<file path="src/rtl/aexm_fwdctl.sv">
// aexm decode/execute operand forwarding, load-use interlock
// and multicycle-execute stall controller.
module aexm_fwdctl #(
    parameter int REGW      = 5,
    parameter int FWD_DEPTH = 2,
    parameter int IDXW      = 1,
    parameter int MUL_LAT   = 3,
    parameter int BSF_LAT   = 2,
    parameter int DIV_LAT   = 32,
    parameter int CNTW      = 6
) (
    input  logic            gclk,
    input  logic            grst,
    input  logic            d_en,
    input  logic            dVALID,
    input  logic [REGW-1:0] dRA,
    input  logic [REGW-1:0] dRB,
    input  logic [REGW-1:0] dRD,
    input  logic            dWE,
    input  logic            dLOAD,
    input  logic            dIMMSEL,
    input  logic            dPCSEL,
    input  logic [1:0]      dCLS,
    input  logic            xSKIP,
    output logic [1:0]      xSELA,
    output logic [1:0]      xSELB,
    output logic [IDXW-1:0] xFWDA,
    output logic [IDXW-1:0] xFWDB,
    output logic            fSTALL,
    output logic            mBUSY,
    output logic            mDONE
);

    typedef enum logic {IDLE, BUSY} state_t;

    state_t                           r_st, w_st_nx;
    logic [CNTW-1:0]                  r_cnt, w_cnt_nx, w_lat1;
    logic                             r_done, w_done_nx;
    logic [FWD_DEPTH-1:0]             r_vld, r_ld, w_vsq;
    logic [FWD_DEPTH-1:0][REGW-1:0]   r_rd;
    logic                             w_hita, w_hitb;
    logic [IDXW-1:0]                  w_idxa, w_idxb;
    logic                             w_lua, w_lub, w_luse;
    logic                             w_acc, w_new_v;
    logic [1:0]                       w_sela, w_selb;
    logic [IDXW-1:0]                  w_fwda, w_fwdb;

    // Scan oldest to youngest so the youngest match is left standing.
    always_comb begin
        w_hita = 1'b0;
        w_hitb = 1'b0;
        w_idxa = '0;
        w_idxb = '0;
        for (int k = FWD_DEPTH - 1; k >= 0; k--) begin
            if (r_vld[k] && r_rd[k] == dRA) begin
                w_hita = 1'b1;
                w_idxa = IDXW'(k);
            end
            if (r_vld[k] && r_rd[k] == dRB) begin
                w_hitb = 1'b1;
                w_idxb = IDXW'(k);
            end
        end
    end

    assign w_lua  = dVALID & !dPCSEL & w_hita & (w_idxa == '0) & r_ld[w_idxa];
    assign w_lub  = dVALID & !dIMMSEL & w_hitb & (w_idxb == '0) & r_ld[w_idxb];
    assign w_luse = w_lua | w_lub;
    assign mBUSY  = (r_st == BUSY);
    assign fSTALL = w_luse | mBUSY;
    assign mDONE  = r_done;
    assign w_acc  = d_en & dVALID & !fSTALL;
    assign w_new_v = dVALID & dWE & (dRD != '0);

    always_comb begin
        w_vsq    = r_vld;
        w_vsq[0] = r_vld[0] & !xSKIP;
    end

    always_comb begin
        w_sela = dPCSEL ? 2'd2 : (w_hita ? 2'd1 : 2'd0);
        w_selb = dIMMSEL ? 2'd2 : (w_hitb ? 2'd1 : 2'd0);
        w_fwda = (!dPCSEL && w_hita) ? w_idxa : '0;
        w_fwdb = (!dIMMSEL && w_hitb) ? w_idxb : '0;
    end

    always_comb begin
        case (dCLS)
            2'b01:   w_lat1 = CNTW'(MUL_LAT - 1);
            2'b10:   w_lat1 = CNTW'(BSF_LAT - 1);
            2'b11:   w_lat1 = CNTW'(DIV_LAT - 1);
            default: w_lat1 = '0;
        endcase
    end

    always_comb begin
        w_st_nx   = r_st;
        w_cnt_nx  = r_cnt;
        w_done_nx = 1'b0;
        case (r_st)
            IDLE: begin
                if (w_acc && dCLS != 2'b00) begin
                    if (w_lat1 != '0) begin
                        w_st_nx  = BUSY;
                        w_cnt_nx = w_lat1;
                    end else begin
                        w_done_nx = 1'b1;
                    end
                end
            end
            BUSY: begin
                if (xSKIP) begin
                    w_st_nx  = IDLE;
                    w_cnt_nx = '0;
                end else if (d_en) begin
                    if (r_cnt <= CNTW'(1)) begin
                        w_st_nx   = IDLE;
                        w_cnt_nx  = '0;
                        w_done_nx = 1'b1;
                    end else begin
                        w_cnt_nx = r_cnt - CNTW'(1);
                    end
                end
            end
            default: begin
                w_st_nx  = IDLE;
                w_cnt_nx = '0;
            end
        endcase
    end

    always_ff @(posedge gclk or negedge grst) begin
        if (!grst) begin
            r_st   <= IDLE;
            r_cnt  <= '0;
            r_done <= 1'b0;
        end else begin
            r_st   <= w_st_nx;
            r_cnt  <= w_cnt_nx;
            r_done <= w_done_nx;
        end
    end

    // Slots are frozen while a multicycle op occupies X.
    always_ff @(posedge gclk or negedge grst) begin
        if (!grst) begin
            r_vld <= '0;
            r_ld  <= '0;
            r_rd  <= '0;
        end else if (d_en && r_st == IDLE) begin
            for (int k = FWD_DEPTH - 1; k >= 1; k--) begin
                r_vld[k] <= w_vsq[k-1];
                r_rd[k]  <= r_rd[k-1];
                r_ld[k]  <= r_ld[k-1];
            end
            r_vld[0] <= w_acc & w_new_v;
            r_rd[0]  <= w_acc ? dRD : '0;
            r_ld[0]  <= w_acc & dLOAD;
        end else begin
            r_vld[0] <= w_vsq[0];
        end
    end

    always_ff @(posedge gclk or negedge grst) begin
        if (!grst) begin
            xSELA <= 2'd0;
            xSELB <= 2'd0;
            xFWDA <= '0;
            xFWDB <= '0;
        end else if (xSKIP || (d_en && !w_acc)) begin
            xSELA <= 2'd0;
            xSELB <= 2'd0;
            xFWDA <= '0;
            xFWDB <= '0;
        end else if (w_acc) begin
            xSELA <= w_sela;
            xSELB <= w_selb;
            xFWDA <= w_fwda;
            xFWDB <= w_fwdb;
        end
    end

endmodule

</file>
<file path="config.mk">
export PLATFORM = sky130hd
export DESIGN_NAME = aexm_fwdctl
export DESIGN_NICKNAME = d
export VERILOG_FILES = /design/src/rtl/aexm_fwdctl.sv
export SDC_FILE = /design/constraint.sdc
export NUM_CORES = 1
export LEC_CHECK = 0
export ABC_AREA = 1
export CAP_MARGIN = 10
export CORE_MARGIN = 3
export CORE_UTILIZATION = 46
export DETAILED_ROUTE_END_ITERATION = 8
export PLACE_DENSITY = 0.73
export SYNTH_ARGS = -nofsm -noshare
export SYNTH_HDL_FRONTEND = slang
export SYNTH_SLANG_ARGS = --single-unit
</file>
<file path="constraint.sdc">
create_clock -name gclk -period 1.6 [get_ports gclk]
set_clock_uncertainty 0.1 [all_clocks]
set_input_delay 0.4 -clock gclk [delete_from_list [all_inputs] [get_ports gclk]]
set_output_delay 0.4 -clock gclk [all_outputs]
set_load 0.05 [all_outputs]
</file>
==> Yosys cells after proc, flatten, opt, wreduce, memory -nomap -nowiden <==
Cells that the tools add are included.
{ "classes": {"addsub": 1, "order_cmp": 3, "eq_ne": 10, "mux": 45, "bitwise": 20, "reduce_logical": 20} }
{ "op_table": {"columns": ["cell", "count"], "rows": [
  ["$mux W6", 5],
  ["$mux W1", 29],
  ["$eq A5 B5 Y1", 4],
  ["$and A1 B1 Y1", 15],
  ["$pmux W5 S3", 1],
  ["$mux W2", 6],
  ["$pmux W6 S2", 1],
  ["$logic_and A1 B1 Y1", 9],
  ["$le A6 B1 Y1 const B", 1],
  ["$reduce_bool A6 Y1", 1],
  ["$sub A6 B1 Y6 const B", 1],
  ["$logic_not A1 Y1", 5],
  ["$mux W5", 1],
  ["$reduce_bool A5 Y1", 1],
  ["$eq A2 B2 Y1 const B", 2],
  ["$lt A1 B2 Y1 const B", 2],
  ["$ne A2 B2 Y1 const B", 2],
  ["$pmux W1 S2", 2],
  ["$reduce_bool A2 Y1", 2],
  ["$ne A3 B3 Y1 const B", 1],
  ["$not A1 Y1", 3],
  ["$reduce_and A3 Y1", 1],
  ["$eq A2 B1 Y1 const B", 1],
  ["$or A1 B1 Y1", 2],
  ["$logic_or A1 B1 Y1", 1]
]} }
{ "totals": {"register_bits": 28, "inputBits": 26} }

==> Depth between registers and ports, before layout <==
Gate-level depths: netlist of the first run.
{ "depth": {"depth_word": 15, "mapped_depth": 13} }

==> Worst setup path before layout of the first run <==
OpenSTA, ideal clock, no wires.
{ "synth_path": {"path_kind": "reg-to-output", "startpoint": "reg r_st, in the netlist mBUSY", "endpoint": "out fSTALL", "arrival_time_ns": 1.230, "required_time_ns": 1.100, "path_slack_ns": -0.130, "path_stages_with_launch": 5, "cell_sequence": "dfrtp_1 inv_1 nand2_2 nor2_4 inv_4"} }
{ "synth_between": {"elab_chain_len": 1} }
{ "synth_lines": {"columns": ["element", "line_no", "rtl"], "rows": [
  ["start: declaration", "36", "state_t r_st, w_st_nx;"],
  ["start signal: assignment", "138", "r_st <= w_st_nx;"],
  ["$or A1 B1 Y1", "70", "assign fSTALL = w_luse | mBUSY;"],
  ["end: declaration", "29", "output logic fSTALL,"]
]} }
Every way passes these cells.

==> Worst setup path in the final report of the first run <==
{ "layout_path": {"startpoint": "reg r_rd[3] (netlist bit)", "endpoint": "out fSTALL"} }
{ "layout_between": {"elab_chain_len": 8, "elab_cells_between_ends": 22} }
{ "layout_lines": {"columns": ["element", "line_no", "rtl"], "rows": [
  ["start: declaration", "40", "logic [FWD_DEPTH-1:0][REGW-1:0] r_rd;"],
  ["start signal: indexed assignment", "153", "r_rd[k] <= r_rd[k-1];"],
  ["$eq A5 B5 Y1 (on tied branches)", "55, 59", null],
  ["$logic_and A1 B1 Y1 (on tied branches)", "55, 59", null],
  ["$mux W1 (on tied branches)", "55, 59", null],
  ["$and A1 B1 Y1 (tied with other cells) (2 in a row)", "66", "assign w_lua = dVALID & !dPCSEL & w_hita & (w_idxa == '0) & r_ld[w_idxa];"],
  ["$and A1 B1 Y1 (on tied branches)", "66, 67", null],
  ["$or A1 B1 Y1 (*)", "68", "assign w_luse = w_lua | w_lub;"],
  ["$or A1 B1 Y1 (*)", "70", null]
]} }
Every way passes the cells marked *; elsewhere a longest branch is shown, timed or not. The select of a mux whose other input is x is not followed.

==> flow_metrics.py, run 1 <==
metrics = {
    "setup_path": {
        "crit_type": "flip-flop to output pin",
        "critical_path.max_fanout": 4,
        "end_kind": "output pin",
        "r2r_slack_ns": -0.23,
        "rr_endpoint": "xSELA[1]",
        "critPathLaunchType": "flip-flop",
        "critPathArrivalTime_ns": 1.62,
        "cp.required_ns": 1.10,
        "r2r_cells": 11,
        "r2r-start": "r_rd[1]",
    },
    "floorplanning": {
        "core_um2": 3420,
        "num_rows": 21,
        "dieArea_um2": 4410,
        "initial_core_util_pct": 49.1,
        "io_pins": 35,
        "dieHeight_um": 66.4,
        "die_w_um": 66.4,
    },
    "synthesis": {
        "yosysSeqAreaShare_pct": 40.3,
        "synth.avg_cell_area_um2": 7.42,
        "synth_edf_count": 0,
        "syn-cell-area_um2": 1680,
        "ys.flop_type": "dfrtp_1",
        "postSynthCellCount": 226,
        "syn_nets": 254,
        "async_flop_share_pct": 100,
        "ys_ff_latch": 27,
        "yosysTopAreaCell": "dfrtp_1",
        "yosysWarningCount": 0,
        "synth_area_leaders": "dfrtp_1 40%, nand2_1 16%, inv_1 6.0%, o21ai_0 4.8%, nor2_1 4.5%",
        "synth_top_area_share_pct": 40.3,
        "synth_cell_type_count": 28,
        "synth_most_common_cell": "nand2_1",
        "yosys-top-cells-count": "70 x nand2_1, 27 x dfrtp_1, 27 x inv_1, 20 x nor2_1, 16 x o21ai_0",
    },
    "routing": {
        "ant_nets": 0,
        "drc": 0,
        "wl_mm": 5.34,
        "drt_pass1_iterations": 6,
        "viasPerCell": 5.26,
        "wl_per_cell_um": 14.7,
        "num_vias": 1911,
        "drt_iter0_drc": 187,
    },
    "min_path": {
        "min_path_type": "primary input to asynchronous set/reset pin",
    },
    "power": {
        "switching_share_pct": 38.7,
        "power_w": 0.00232,
        "p_seq_share_pct": 39.5,
        "total_leakage_power_nw": 1.37,
        "ir_drop_mv": 0.499,
        "clkPwrFrac_pct": 13.5,
        "p_int_w": 0.00142,
        "comb_power_share_pct": 47.1,
        "powerDensity_nw_per_um2": 855,
        "power.switching_w": 0.000900,
    },
    "sta": {
        "max_clock_freq_mhz": 472,
        "relSlewSlack_pct": 71.0,
        "rsz0062_at_grt": "true",
        "fin_crit_sh_pct": 132,
        "worstMarginPinSlew_ns": 0.429,
        "drv_slew": 0,
        "hold_violations": 0,
        "whs_ns": 0.289,
        "setup_viol": 21,
        "finalWorstSetupSlack_ns": -0.519,
        "period_needed_ns": 2.12,
    },
    "placed_design": {
        "hpwl_mm": 3.51,
        "place_area_um2": 2490,
        "gp_congestion": 0.938,
        "portBuffers": 34,
    },
    "status": {
        "status": "complete, but fails checks",
        "violations": "setup timing",
    },
    "layout": {
        "final_cell_area_um2": 2720,
        "nets": 346,
        "n_fill_cell": 230,
        "syn2layout_area_growth_pct": 62.0,
        "antennaDiodeCount": 0,
        "drive_gt1_share_pct": 34.4,
    },
    "clock_tree": {
        "cts_tree": "yes",
        "cts_root_buf": "clkbuf_4",
        "cts_buffer_depth": 2,
        "clk_pin_slew_ns": 0.15,
        "cts_inserted_buffers": 3,
        "clkSinkCount": 27,
        "clock_latency_ns": 0.34,
        "htree_num_levels": 1,
    },
    "job": {
        "max_cap_violations": 0,
    },
    "grt": {
        "antenna_found_initial": 0,
        "grt_start_max_net_pins": 28,
        "grt_pass1_wl_mm": 9.09,
        "overflow": 0,
        "grt_pass1_vias": 2031,
        "grtUsageTotal_pct": 27.0,
    },
}
==> worst max path at each step <==
| stage | endpoint | startpoint | depth (start not counted) | slack [ns] |
|---|---|---|---|---|
| 2_1_floorplan | fSTALL | r_rd[4] | 7 | 0.005 |
| 3_3_place_gp | fSTALL | dRA[3] | 10 | -0.61 |
| 3_5_place_dp | r_cnt[1] | dRA[2] | 13 | -0.63 |
| 4_1_cts | fSTALL | r_rd[4] | 10 | -0.48 |
| 5_1_grt | fSTALL | r_rd[3] | 8 | -0.58 |
| 6_report | fSTALL | r_rd[3] | 8 | -0.52 |
==> cell families after synthesis <==
kind of cell / count (synthesis) / synth area share, %
adders and majority gates: 2 / 1.49
and+or+nand+nor: 120 / 33.7
buffers and inverters: 34 / 7.98
AOI/OAI and AO/OA: 37 / 13.4
DFF: 27 / 40.3
xor gates and xnor gates: 6 / 3.13
==> repair_timing <==
action,CTS,global route
gates resized for setup,35,12
hold buffers,0,0
setup endpoints to repair,21,21
pin swaps,12,13
buffers inserted,18,7
==> layer usage <==
metal  track usage, %  wire (um)  vias up
li1                 -          -      909
met1             30.5       2150      894
met4             14.5        236        0
met5                0          0        -
met3             4.25        291       27
met2             48.0       2660       81
==> layout by cell type (no fill, tap or decap), drive strengths merged <==
master and count:
nand2 74, o22ai 6, buf 63, nand3 16, nor4 1, xnor2 3
clkdlybuf4s50 14, o311ai 1, xor2 3, inv 33, nor3 1, nand4 5
o21ai 23, dlygate4sd2 11, clkbuf 4, nor2 23, a21oi 6, o211ai 1
dfrtp 27, ha 2
==> flip-flops by register name (all words and copies together), names as in the netlist <==
signal and count:
r_cnt 6, mBUSY 1, xFWDB 1, r_rd 10
r_ld 1, r_vld 2, xSELA 2, mDONE 1
xSELB 2, xFWDA 1
==> per-stage QoR <==
| step | setup WS (ns) | std cells | util [%] | setup TNS, ns |
|---|---|---|---|---|
| after floorplan | 0.00505 | 226 | - | 0 |
| after global placement | -0.609 | 344 | 73.0 | -11.92 |
| after detailed placement | -0.633 | 344 | 73.0 | -12.36 |
| after CTS | -0.485 | 364 | 78.9 | -4.20 |
| after global routing | -0.584 | 363 | 79.6 | -5.28 |
| final | -0.519 | 363 | 79.6 | -3.56 |
==> power by group through the flow <==
stage / sequential [W] / combinational (W) / clock, W
floorplan: 0.000908 / 0.000528 / 0
global placement: 0.000914 / 0.000949 / 0
detailed placement: 0.000916 / 0.000971 / 0
CTS: 0.000907 / 0.00107 / 0.000321
global route: 0.000931 / 0.00122 / 0.000346
finish: 0.000917 / 0.00109 / 0.000313
==> area by class of cell <==
cell class | instances | area (um2) | area share, %
inverter | 33 | 129 | 4.74
multi-input combinational | 165 | 941 | 34.6
clock buffer | 4 | 26.3 | 0.967
sequential | 27 | 678 | 25.0
tap | 46 | 57.6 | 2.12
timing repair buffer | 88 | 886 | 32.6
==> critical path: stages, from the launching register on <==
cell     delay [ns]
dfrtp_1        0.46
a21oi_1        0.20
nand2_1        0.08
nor2_2         0.12
nand3_2        0.09
nand2_2        0.09
nor2_4         0.05
inv_4          0.06
buf_12         0.12
No activity file was read; power rests on OpenSTA's default activity.
==> inputs of run 2 (changes only) <==
--- a/config.mk
+++ b/config.mk
@@ -8,9 +8,10 @@
 export ABC_AREA = 1
 export CAP_MARGIN = 10
 export CORE_MARGIN = 3
-export CORE_UTILIZATION = 46
+export CORE_UTILIZATION = 48
+export CTS_BUF_LIST = sky130_fd_sc_hd__clkbuf_8
 export DETAILED_ROUTE_END_ITERATION = 8
-export PLACE_DENSITY = 0.73
+export PLACE_DENSITY = 0.76
 export SYNTH_ARGS = -nofsm -noshare
 export SYNTH_HDL_FRONTEND = slang
 export SYNTH_SLANG_ARGS = --single-unit
==> run 2 against run 1 <==
  * Count of clock-buffer cells in the layout down 1
  * Critical path type unchanged
  * Global-route usage down 3.1 points
  * First-iteration DRC count down 19%
  * Utilization up 0.56 points
  * Die area down 3.8%
  * The run still ends with setup timing left
  * Sequential share of layout area up 1.4 points
  * Highest routed layer unchanged
  * Largest cell class unchanged
  * Critical path depth unchanged
==> flow_metrics.py, run 2 (synthesis gave the netlist of run 1 again) <==
metrics = {
    "placed_design": {
        "hpwl_mm": 3.63,
        "dp.cells": 338,
        "portBuffers": 34,
        "gp_congestion": 0.941,
        "place_area_um2": 2430,
        "pre_cts_slack_ns": -0.614,
    },
    "floorplanning": {
        "die_w_um": 65.1,
        "core_um2": 3200,
        "initial_core_util_pct": 52.4,
        "io_pins": 35,
        "dieArea_um2": 4240,
        "num_rows": 20,
        "dieHeight_um": 65.1,
    },
    "sta": {
        "worstMarginPinSlew_ns": 0.410,
        "period_needed_ns": 2.05,
        "drv_slew": 0,
        "max_clock_freq_mhz": 487,
        "relSlewSlack_pct": 72.3,
        "hold_violations": 0,
        "setup_viol": 21,
        "finalWorstSetupSlack_ns": -0.452,
        "rsz0062_at_grt": "true",
        "fin_crit_sh_pct": 128,
    },
    "clock_tree": {
        "holdBufCountCts": 0,
        "htree_num_levels": 1,
        "clock_latency_ns": 0.28,
        "cts_root_buf": "clkbuf_8",
        "cts_inserted_buffers": 3,
        "cts_buffer_depth": 2,
        "clk_pin_slew_ns": 0.10,
        "cts_tree": "yes",
        "clkSinkCount": 27,
    },
    "power": {
        "powerDensity_nw_per_um2": 916,
        "total_leakage_power_nw": 1.29,
        "power_w": 0.00235,
        "ir_drop_mv": 0.657,
    },
    "routing": {
        "ant_nets": 0,
        "wl_per_cell_um": 13.7,
        "viasPerCell": 5.22,
        "wl_mm": 4.76,
        "num_vias": 1816,
        "drt_pass1_iterations": 6,
        "drt_iter0_drc": 152,
        "drc": 0,
    },
    "status": {
        "violations": "setup timing",
        "status": "complete, but fails checks",
    },
    "layout": {
        "reg.largest.list": "r_rd: 10 flops, r_cnt: 6 flops",
        "utilization_pct": 80.1,
        "regMostFlops": "r_rd",
        "largest_register_ffs": 10,
        "layout_common_cells": "63 x nand2_1, 38 x buf_4, 27 x inv_1",
        "n_fill_cell": 243,
        "nets": 333,
        "antennaDiodeCount": 0,
        "final_cell_area_um2": 2570,
        "drive_gt1_share_pct": 28.3,
        "syn2layout_area_growth_pct": 52.9,
        "seq_area_um2": 677,
        "layout_commonest_cell": "nand2_1",
        "multi_input_area_um2": 912,
        "final_cells": 348,
    },
    "grt": {
        "antenna_found_initial": 0,
        "grtUsageTotal_pct": 23.9,
        "grt_start_max_net_pins": 28,
        "overflow": 0,
        "grt_pass1_vias": 1716,
        "grt_pass1_wl_mm": 7.84,
    },
    "setup_path": {
        "cp.required_ns": 1.10,
        "critPathArrivalTime_ns": 1.55,
        "r2r-start": "r_rd[1]",
        "critPathLaunchType": "flip-flop",
        "critical_path.max_fanout": 4,
        "r2r_cells": 14,
        "rr_endpoint": "xSELA[1]",
        "crit_type": "flip-flop to output pin",
        "r2r_slack_ns": -0.37,
        "end_kind": "output pin",
    },
    "job": {
        "max_cap_violations": 0,
    },
    "min_path": {
        "min_path_type": "primary input to asynchronous set/reset pin",
    },
}
[run 2: changes by cell type in the layout (fill, tap and decap cells not counted), sizes merged]
| cell | before | now |
|---|---|---|
| clkbuf | 4 | 3 |
| buf | 63 | 50 |
| clkinvlp | 0 | 1 |
[run 2: area by class of cell]
| type | instances | area share [%] |
|---|---|---|
| inverters | 33 | 5.02 |
| multi-input cells | 165 | 35.5 |
| well taps | 44 | 2.15 |
| repair buffers | 75 | 29.0 |
| flip-flops and latches | 27 | 26.4 |
| clock inverters | 1 | 0.293 |
| clock buffers | 3 | 1.61 |
[run 2: stage by stage]
step | setup TNS (ns) | hold slack, ns
after floorplan | 0 | 0.00441
after global placement | -12.01 | 0.395
after detailed placement | -12.68 | 0.419
after CTS | -3.29 | 0.372
after global routing | -7.64 | 0.392
final | -5.03 | 0.367
[run 2: routing by layer]
metal | GRT usage [%] | part of all wire (%)
met3 | 3.08 | 7.4
met2 | 41.9 | 50
met1 | 31.6 | 41
met4 | 5.18 | 1.4
met5 | 0 | 0
[run 2: worst max path at each step]
stage | end | start | cells after the start | slack [ns]
2_1_floorplan | fSTALL | r_rd[4] | 7 | 0.005
3_3_place_gp | fSTALL | dRB[3] | 10 | -0.60
3_5_place_dp | fSTALL | dRB[3] | 10 | -0.61
4_1_cts | fSTALL | r_rd[4] | 8 | -0.43
5_1_grt | xSELB[1] | r_rd[3] | 14 | -0.54
6_report | fSTALL | r_rd[2] | 8 | -0.45
[run 2: worst max-delay path: stages, from the launching register on]
cell     delay, ns
dfrtp_1       0.44
inv_1         0.13
nor2_1        0.06
a21oi_2       0.12
nand3_2       0.14
nor2_4        0.15
nor2_4        0.05
inv_4         0.06
buf_12        0.13
[run 2: repair_timing]
action	CTS	global route
pin swaps	15	12
gates resized for setup	19	8
setup buffers	6	3
setup endpoints to repair	21	24
[run 2: power by group]
part           switching, W  internal (W)  total (W)
combinational      0.000543      0.000492    0.00103
clock              0.000232      0.000177   0.000409
sequential         0.000117      0.000791   0.000908
total              0.000891       0.00146    0.00235
==> inputs of run 3 (changes only) <==
--- a/config.mk
+++ b/config.mk
@@ -7,10 +7,13 @@
 export LEC_CHECK = 0
 export ABC_AREA = 1
 export CAP_MARGIN = 10
+export CELL_PAD_IN_SITES_DETAIL_PLACEMENT = 2
+export CELL_PAD_IN_SITES_GLOBAL_PLACEMENT = 2
 export CORE_MARGIN = 3
-export CORE_UTILIZATION = 48
+export CORE_UTILIZATION = 27
 export CTS_BUF_LIST = sky130_fd_sc_hd__clkbuf_8
 export DETAILED_ROUTE_END_ITERATION = 8
+export MAX_ROUTING_LAYER = met4
 export PLACE_DENSITY = 0.76
 export SYNTH_ARGS = -nofsm -noshare
 export SYNTH_HDL_FRONTEND = slang
==> run 3 against run 2 <==
  * The flow still finishes with violations (setup timing)
  * Via count up 11%
  * Routed wire length up 90%
  * Largest cell class unchanged
  * Non-clock buffer count grew 27
  * Die area up 70%
  * Register-to-register slack lost 0.12 ns
  * Utilization decreased by 30 points
  * Sequential cell count is the same
  * Sequential power increased by 3.5%
  * Critical path type unchanged
==> flow_metrics.py, run 3 (synthesis gave the netlist of run 1 again) <==
metrics = {
    "status": {
        "status": "complete, but fails checks",
        "violations": "setup timing",
    },
    "layout": {
        "layout_commonest_cell": "buf_4",
        "drive_gt1_share_pct": 41.4,
        "reg.largest.list": "r_rd: 10 flops, r_cnt: 6 flops",
        "n_fill_cell": 667,
        "syn2layout_area_growth_pct": 77.0,
        "final_cells": 406,
        "nets": 360,
        "antennaDiodeCount": 0,
        "regMostFlops": "r_rd",
        "largest_register_ffs": 10,
        "layout_common_cells": "58 x buf_4, 55 x nand2_1, 27 x inv_1",
    },
    "power": {
        "p_int_w": 0.00158,
        "powerDensity_nw_per_um2": 905,
        "switching_share_pct": 41.2,
        "clkPwrFrac_pct": 15.7,
        "p_seq_share_pct": 35.0,
        "ir_drop_mv": 0.531,
        "total_leakage_power_nw": 1.48,
        "power_w": 0.00269,
        "power.switching_w": 0.00111,
        "comb_power_share_pct": 49.3,
    },
    "grt": {
        "grt_pass1_wl_mm": 13.4,
        "grt_start_max_net_pins": 28,
        "overflow": 0,
        "grtUsageTotal_pct": 25.3,
        "antenna_found_initial": 0,
        "grt_pass1_vias": 2371,
    },
    "setup_path": {
        "cpPeakStageDelay_ns": 0.48,
        "worst_path_max_delay_cell": "dfrtp_2",
        "crit_type": "flip-flop to output pin",
        "worst-path-buf-inv": 3,
        "cp_common_cell": "inv_4",
        "critPathArrivalTime_ns": 1.61,
        "critical_path.max_fanout": 4,
        "end_kind": "output pin",
        "cp_top_family": "flip-flops",
        "cp.required_ns": 1.10,
        "cp_cell_sequence": "inv_4 > nand2_4 > o21ai_4 > nor2_2 > nand3_2 > nand2_2 > nor2_4 > inv_4 > buf_12",
        "critPathLaunchType": "flip-flop",
    },
    "clock_tree": {
        "holdBufCountCts": 0,
        "clock_latency_ns": 0.29,
        "cts_tree": "yes",
        "cts_root_buf": "clkbuf_8",
        "clkSinkCount": 27,
        "cts_inserted_buffers": 3,
        "htree_num_levels": 1,
        "clk_pin_slew_ns": 0.11,
        "cts_buffer_depth": 2,
    },
    "routing": {
        "drc": 0,
        "wl_per_cell_um": 22.3,
        "drt_iter0_drc": 71,
        "ant_nets": 0,
        "drt_pass1_iterations": 4,
        "wl_mm": 9.05,
        "num_vias": 2019,
        "viasPerCell": 4.97,
    },
    "sta": {
        "drv_slew": 0,
        "finalWorstSetupSlack_ns": -0.513,
        "fin_crit_sh_pct": 132,
        "worstMarginPinSlew_ns": 0.413,
        "rsz0062_at_grt": "true",
        "max_clock_freq_mhz": 473,
        "period_needed_ns": 2.11,
        "setup_viol": 21,
        "hold_violations": 0,
        "relSlewSlack_pct": 72.1,
    },
    "min_path": {
        "min_path_type": "primary input to asynchronous set/reset pin",
    },
    "floorplanning": {
        "num_rows": 28,
        "initial_core_util_pct": 28.2,
        "die_w_um": 84.8,
        "io_pins": 35,
        "dieArea_um2": 7200,
        "dieHeight_um": 84.8,
        "core_um2": 5960,
    },
    "placed_design": {
        "portBuffers": 34,
        "dp.cells": 376,
        "gp_congestion": 0.794,
        "hpwl_mm": 5.00,
        "pre_cts_slack_ns": -0.738,
    },
    "job": {
        "max_cap_violations": 0,
    },
}
-- run 3: metrics by stage --
step	instance area [um2]	setup TNS (ns)	utilization (%)	hold WS [ns]
floorplan	1680	0	-	0.00441
global placement	2540	-11.18	42.6	0.390
detailed placement	2540	-13.09	42.6	0.391
CTS	2770	-5.05	46.5	0.374
global route	2970	-10.36	49.9	0.372
finish	2970	-8.22	49.9	0.368
-- run 3: worst reg2reg max path: stages (launching register included) --
cell and delay, ns:
dfrtp_2 0.48, inv_4 0.10, nand2_4 0.06, o21ai_4 0.08, nor2_2 0.07, nand3_2 0.10
nand2_2 0.09, nor2_4 0.16, inv_4 0.05, buf_4 0.13, buf_6 0.12, nor2_8 0.19
nand4_1 0.19, nand2_1 0.13
-- run 3: cell type report --
class                           instances  area, um2  area share [%]
Sequential cell                        27        682            23.0
Clock buffer                            3       41.3            1.39
Tap cell                               75       93.8            3.16
Multi-Input combinational cell        165       1030            34.6
Clock inverter                          1       3.75           0.126
Inverter                               33        136            4.59
Timing Repair Buffer                  102        986            33.2
-- run 3: path summary, 6_finish.rpt --
path	startpoint	cells after the start	to	slack [ns]
setup / recovery	r_rd[3]	9	fSTALL	-0.51
min in group gclk	r_cnt[1]	2	r_cnt[1]	0.41
setup reg to reg	r_rd[3]	13	xSELA[1]	-0.49
max in group asynchronous	grst	2	r_rd[2]	0.84
hold / removal	grst	2	xSELB[0]	0.37
hold reg to reg	r_cnt[1]	2	r_cnt[1]	0.41
-- run 3: power by group through the flow --
stage                     Sequential, W  Clock, W  Combinational [W]
after detailed placement       0.000927         0            0.00104
final                          0.000940  0.000422            0.00132
after floorplan                0.000908         0           0.000528
after global placement         0.000919         0           0.000991
after global routing           0.000958  0.000459            0.00145
after CTS                      0.000915  0.000422            0.00113
-- run 3: per-layer routing --
layer  wire length, um  GRT usage, %  vias to the layer above
met5                 0             -                        -
met4               274          6.91                        0
met3               258          2.43                       21
met2              4890          48.5                       47
met1              3630          27.5                     1015
li1                  -             -                      936
-- run 3: repair_timing --
item | 4_1_cts | 5_1_grt
buffers inserted | 21 | 8
resized for setup | 32 | 39
pin swaps | 13 | 19
endpoints found under the hold margin | 0 | 0
endpoints found under the setup margin | 21 | 22
